### config.mk
export PLATFORM = sky130hd
export DESIGN_NAME = cpu_regfile
export DESIGN_NICKNAME = d
export VERILOG_FILES = /design/src/rtl/cpu_pkg.sv /design/src/rtl/regfile_read_port.sv /design/src/rtl/cpu_regfile.sv
export SDC_FILE = /design/constraint.sdc
export NUM_CORES = 1
export LEC_CHECK = 0
export ABC_CLOCK_PERIOD_IN_PS = 5680
export BUFFER_PORTS_ARGS = -buffer_cell sky130_fd_sc_hd__buf_2
export CAP_MARGIN = 40
export CORE_UTILIZATION = 60
export DETAILED_ROUTE_END_ITERATION = 16
export GPL_TIMING_DRIVEN = 0
export PLACE_DENSITY_LB_ADDON = 0.08
export SLEW_MARGIN = 20
export SYNTH_ARGS = -nofsm -noshare
export SYNTH_HDL_FRONTEND = slang
export SYNTH_SLANG_ARGS = --single-unit
### constraint.sdc
create_clock -name clk -period 5.68 [get_ports clk]
set_input_delay 0.568 -clock clk [delete_from_list [all_inputs] [get_ports clk]]
set_output_delay 0.568 -clock clk [all_outputs]
set_load 0.02 [all_outputs]
### src/rtl/cpu_pkg.sv
// Shared sizes and types for the CPU register file and its read ports.
package cpu_pkg;
    localparam int N        = 16;
    localparam int SEL_LINE = 4;
    localparam int NUM_REGS = 2 ** SEL_LINE;

    typedef logic [SEL_LINE-1:0] reg_sel_t;
    typedef logic [N-1:0]        reg_word_t;
endpackage

### src/rtl/regfile_read_port.sv
// One combinational read port: value plus busy bit for the selected register.
// With WR_BYPASS_EN defined, a same-cycle writeback to the selected register is forwarded.
module regfile_read_port
    import cpu_pkg::*;
(
    input  reg_word_t [NUM_REGS-1:0] regs,
    input  logic      [NUM_REGS-1:0] busy,
    input  reg_sel_t                 sel,
`ifdef WR_BYPASS_EN
    input  logic                     wr_en,
    input  reg_sel_t                 wr_sel,
    input  reg_word_t                wr_val,
`endif
    output reg_word_t                val,
    output logic                     busy_o
);
`ifdef WR_BYPASS_EN
    logic hit;
    assign hit    = wr_en && (wr_sel == sel);
    // The writeback completes this edge, so the register is no longer pending.
    assign val    = hit ? wr_val : regs[sel];
    assign busy_o = hit ? 1'b0   : busy[sel];
`else
    assign val    = regs[sel];
    assign busy_o = busy[sel];
`endif
endmodule

### src/rtl/cpu_regfile.sv
// Register file with per-register busy scoreboard and issue stall.
// Optional same-cycle writeback forwarding: define WR_BYPASS_EN.
module cpu_regfile
    import cpu_pkg::*;
(
    input  logic      clk,
    input  logic      rst_n,
    input  logic      wr_en,
    input  reg_sel_t  wr_sel,
    input  reg_word_t wr_val,
    input  reg_sel_t  rs1_sel,
    input  reg_sel_t  rs2_sel,
    input  logic      rs1_used,
    input  logic      rs2_used,
    input  logic      iss_en,
    input  reg_sel_t  iss_sel,
    output reg_word_t rs1_val,
    output reg_word_t rs2_val,
    output logic      rs1_busy,
    output logic      rs2_busy,
    output logic      stall
);
    reg_word_t [NUM_REGS-1:0] regs_q, regs_d;
    logic      [NUM_REGS-1:0] busy_q, busy_d;
    logic                     dst_busy;
    logic                     iss_acc;

    regfile_read_port u_rd1 (
        .regs   (regs_q),
        .busy   (busy_q),
        .sel    (rs1_sel),
`ifdef WR_BYPASS_EN
        .wr_en  (wr_en),
        .wr_sel (wr_sel),
        .wr_val (wr_val),
`endif
        .val    (rs1_val),
        .busy_o (rs1_busy)
    );

    regfile_read_port u_rd2 (
        .regs   (regs_q),
        .busy   (busy_q),
        .sel    (rs2_sel),
`ifdef WR_BYPASS_EN
        .wr_en  (wr_en),
        .wr_sel (wr_sel),
        .wr_val (wr_val),
`endif
        .val    (rs2_val),
        .busy_o (rs2_busy)
    );

`ifdef WR_BYPASS_EN
    assign dst_busy = busy_q[iss_sel] & ~(wr_en & (wr_sel == iss_sel));
`else
    assign dst_busy = busy_q[iss_sel];
`endif

    assign stall   = iss_en & ((rs1_used & rs1_busy) | (rs2_used & rs2_busy) | dst_busy);
    assign iss_acc = iss_en & ~stall;

    always_comb begin
        regs_d = regs_q;
        busy_d = busy_q;
        if (wr_en) begin
            regs_d[wr_sel] = wr_val;
            busy_d[wr_sel] = 1'b0;
        end
        // Applied after the clear so a new producer of the same register keeps it pending.
        if (iss_acc)
            busy_d[iss_sel] = 1'b1;
    end

    always_ff @(posedge clk) begin
        if (!rst_n) begin
            regs_q <= '0;
            busy_q <= '0;
        end else begin
            regs_q <= regs_d;
            busy_q <= busy_d;
        end
    end
endmodule

# == After elaboration in Yosys (flattened, before gate mapping) ==
# Index checks and enable logic that the tools add are counted.
# op_classes
bitwise_logic,10
muxes,19
order_cmp,6
reduce_logical,2
# op_table
op,count
256-bit bitwise mux,1
16-bit binary-select mux with 4-bit select,2
16-bit two-way mux,5
16-bit demux with 4-bit select,1
4-bit by 5-bit less-than comparator with 1-bit output (second input constant),4
16-bit bitwise AND,1
16-bit inverter,1
16-bit OR,1
1-bit binary-select mux with 4-bit select,3
1-bit demux with 4-bit select,2
4-bit by 1-bit greater-or-equal comparator with 1-bit output (second input constant),2
1-bit two-way mux,5
1-bit bitwise AND,4
1-bit logical AND,2
1-bit OR,2
1-bit inverter,1
# totals
reg_bits,272
input_bits,38
elab_cells,54

# == Longest topological paths before layout ==
# depth
depth_word,9
depth_mapped,8
mapped_depth_nobuf,5

# == Modules after synthesis ==
# A second synthesis with hierarchy kept.
# hier_totals
hier_cells,1536
hier_area_um2,14458.9
# modules_own_cells
module,area_each_um2,seq_area_each_um2,n_inst,cells_per_inst
cpu_regfile,10422.5,5445.2,1,1244
regfile_read_port,2018.2,0.0,2,146

# == Least setup slack after synthesis ==
# OpenSTA, ideal clock, no wires.
# synth_path
kind,input to output
from,input port rs2_sel[0]
to,output port rs2_val[10]
stages,5
n_path_buf,3
arrival_ps,2226
setup_slack_ps,2886
cell_sequence,buf_4 > buf_6 > buf_2 > mux4_2 > mux4_2
# synth_via
elab_chain_len,2
# synth_rtl
item,line,rtl
start: declaration,cpu_regfile.sv:12,"input reg_sel_t rs2_sel,"
16-bit binary-select mux with 4-bit select,regfile_read_port.sv:24,assign val = regs[sel];
16-bit two-way mux (implied by the code),regfile_read_port.sv:24,
end: declaration,cpu_regfile.sv:18,"output reg_word_t rs2_val,"
# Every way passes these cells. The select of a mux whose other input is x is not followed.

# == Final worst setup path ==
# layout_path
from,input port rs1_sel[1]
to,output port rs1_val[7]
# layout_via
elab_chain_len,2
# layout_rtl
item,line,rtl
start: declaration,cpu_regfile.sv:11,"input reg_sel_t rs1_sel,"
16-bit binary-select mux with 4-bit select,regfile_read_port.sv:24,
16-bit two-way mux (implied by the code),regfile_read_port.sv:24,
end: declaration,cpu_regfile.sv:17,"output reg_word_t rs1_val,"
# Every way passes these cells. The select of a mux whose other input is x is not followed.

==> results.py <==
metrics = {
    "routing": {
        "via_count": 11910,
        "vias_per_cell": 6.198,
        "drc": 0,
        "post_drt_wl_per_cell_um": 22.54,
        "drt_iter0_markers": 1636,
        "dr.pass1.iters": 5,
        "detail-route-antenna-nets": 0,
        "wl_um": 43320,
    },
    "yosys": {
        "syn_inst": 1500,
        "seq_area_frac_synth_pct": 37.28,
        "syn_nets": 1538,
        "yosys_warnings": 0,
        "post_synth.cell_area_avg_sq_um": 9.737,
        "synth_edf_count": 0,
        "ys_ff_latch": 272,
        "synth_cell_type_count": 33,
        "synthFlopType": "dfxtp_1",
        "postSynth.asyncResetShare_pct": 0,
        "synthesis.area_sq_um": 14610,
    },
    "floorplanning": {
        "die_x_um": 158.0,
        "core_area_sq_um": 23680,
        "die_h_um": 158.0,
        "ios": 73,
        "start_util_pct": 61.67,
        "rows": 56,
        "dieArea_sq_um": 24970,
    },
    "setup_path": {
        "path_max_fanout": 10,
        "r2r-end": "busy_q[12]",
        "crit_slowest_cell": "mux4_2",
        "r2r_slack_ns": 3.59,
        "crit_top_cell": "buf_2",
        "critical_path_buf_inv_count": 5,
        "worst_path_largest_cell_delay_ns": 0.55,
        "criticalPathCategory": "input pin to output port",
        "cp.arrival_ns": 2.92,
        "worstPathCellList": "buf_2, buf_2, buf_2, buf_2, mux4_2, mux4_2, buf_2",
        "critical_path_required_ns": 5.11,
        "ff2ff_path_depth": 6,
        "startpoint_type": "input pin",
        "reg2reg_from": "busy_q[7]",
        "critPathCaptureType": "output port",
        "cpLargestDelayFamily": "buffers and inverters",
    },
    "placement": {
        "hpwl_um": 34250,
        "dp_cells": 1868,
        "post_dp_cell_area_sq_um": 15250,
        "place.gp.congestion": 0.9851,
        "portBuffers": 49,
    },
    "layout": {
        "areaGrowthSynthToFinish_pct": 10.77,
        "final_common_cell": "nand2_1",
        "final_area_sq_um": 16180,
        "final_nets": 1619,
        "layout.cells.non_filler": 1922,
        "layout_common_cells": "nand2_1, dfxtp_1, a21boi_0",
        "fill_cells": 1919,
        "antenna_cells": 0,
        "drive_gt1_share_pct": 20.09,
        "fin_util_pct": 68.31,
    },
    "worst_hold_path": {
        "min_to": "regs_q[12]",
        "min_from": "wr_val[12]",
        "hold_class": "input pin to flip-flop",
        "min_delay_path_depth": 3,
    },
    "clock_tree": {
        "cts_htree_levels": 1,
        "root_buffer": "clkbuf_16",
        "clock_sinks": 272,
        "cts_setup_buffers": 0,
        "cts_made_buffers": 30,
        "path_clk_slew_ns": 0.06,
        "clk_latency_ns": 0.56,
        "clock_path_buffers": 3,
        "postCtsHoldBufs": 0,
        "tritoncts": "done",
        "cts-resized-gates": 0,
    },
    "run_status": {
        "status": "finished clean",
    },
    "power": {
        "ir_drop_v": 0.0002593,
        "leakagePower_uw": 0.005325,
        "p_per_area_nw_per_um2": 260.0,
        "fin_total_pwr_uw": 4207,
    },
    "sta": {
        "setup_tns_ns": 0,
        "fin_crit_ns": 3.492,
        "slew_headroom_pct": 46.50,
        "fin_crit_sh_pct": 61.47,
        "setup_viol": 0,
        "fin_skew_ns": 0.009309,
        "finalMaxSlewViolations": 0,
        "rsz0062_at_grt": "false",
        "max_freq_mhz": 286.4,
        "finalHoldViolCount": 0,
        "worstMarginPinSlew_ns": 0.8008,
    },
    "global_route": {
        "grt_usage_pct": 35.70,
        "grt_overflow_total": 0,
        "grt_antenna_before_repair": 1,
        "first_global_vias": 11300,
        "grt_pass1_wl_um": 65560,
        "grt_max_degree": 15,
    },
    "job": {
        "maxCapViolCount": 0,
    },
}
==> through the flow <==
step           setup slack (ns)  hold WS, ns
2_1_floorplan             2.886       0.4416
3_3_place_gp              2.239       0.4479
3_5_place_dp              2.214       0.4667
4_1_cts                   2.210       0.3500
5_1_grt                   2.108       0.3975
6_report                  2.189       0.3616
==> synth_stat cells, drive strengths merged, types with 5 or more instances <==
cell type | count | area (sq um)
buf | 50 | 290.3
dfxtp | 272 | 5445
a21boi | 256 | 1922
o21ai | 18 | 127.6
or3 | 13 | 81.33
nor2 | 20 | 75.07
nor2b | 6 | 37.54
mux4 | 166 | 3739
clkbuf | 93 | 349.1
nand3 | 25 | 125.1
mux2i | 16 | 160.2
nand2 | 533 | 2001
nand4 | 5 | 46.29
==> kinds of logic after synthesis <==
| logic type | share of synthesized area (%) |
|---|---|
| flip-flops | 37.28 |
| buffers and inverters | 4.378 |
| AND/OR/NAND/NOR | 17.41 |
| AO/OA/AOI/OAI | 14.24 |
| multiplexers | 26.69 |
==> worst max-delay path by stage <==
| stage | from | end | slack, ns | cells after the start |
|---|---|---|---|---|
| 3_3_place_gp | rs1_sel[1] | rs1_val[4] | 2.24 | 7 |
| 5_1_grt | rs1_sel[1] | rs1_val[7] | 2.11 | 7 |
| 2_1_floorplan | rs2_sel[0] | rs2_val[10] | 2.89 | 5 |
| 3_5_place_dp | rs1_sel[1] | rs1_val[4] | 2.21 | 7 |
| 6_report | rs1_sel[1] | rs1_val[7] | 2.19 | 7 |
| 4_1_cts | rs1_sel[1] | rs1_val[7] | 2.21 | 7 |
==> sequential cells by signal (all words and copies together) (netlist names) <==
register,count
busy_q,16
regs_q,256
==> area by class of cell <==
class | instances | area, sq um | share of cell area [%]
clock buffers | 44 | 874.6 | 5.406
plain buffers | 143 | 639.4 | 3.952
well taps | 319 | 399.1 | 2.467
flip-flops and latches | 272 | 5445 | 33.66
repair buffers | 49 | 245.2 | 1.516
multi-input cells | 1085 | 8521 | 52.67
clock inverters | 10 | 53.80 | 0.3326
==> where the power goes <==
part           total, uW  leakage, uW  switching [uW]  internal, uW
clock network       1860     0.000467             802          1060
logic                391      0.00266             240           151
registers           1950      0.00220            21.0          1930
==> layer usage <==
metal	track usage, %	wire [um]
met5	0	17
met4	11.77	1455
met3	9.444	4837
met2	54.48	19370
met1	49.47	17650
==> worst register-to-register path, cell delays in order (launching register included) <==
cell and delay (ns):
dfxtp_1 0.49, mux2i_1 0.13, mux4_2 0.52, or3b_4 0.42, nand4_4 0.18, buf_12 0.18, o21ai_2 0.07
(Power assumes the default switching activity.)
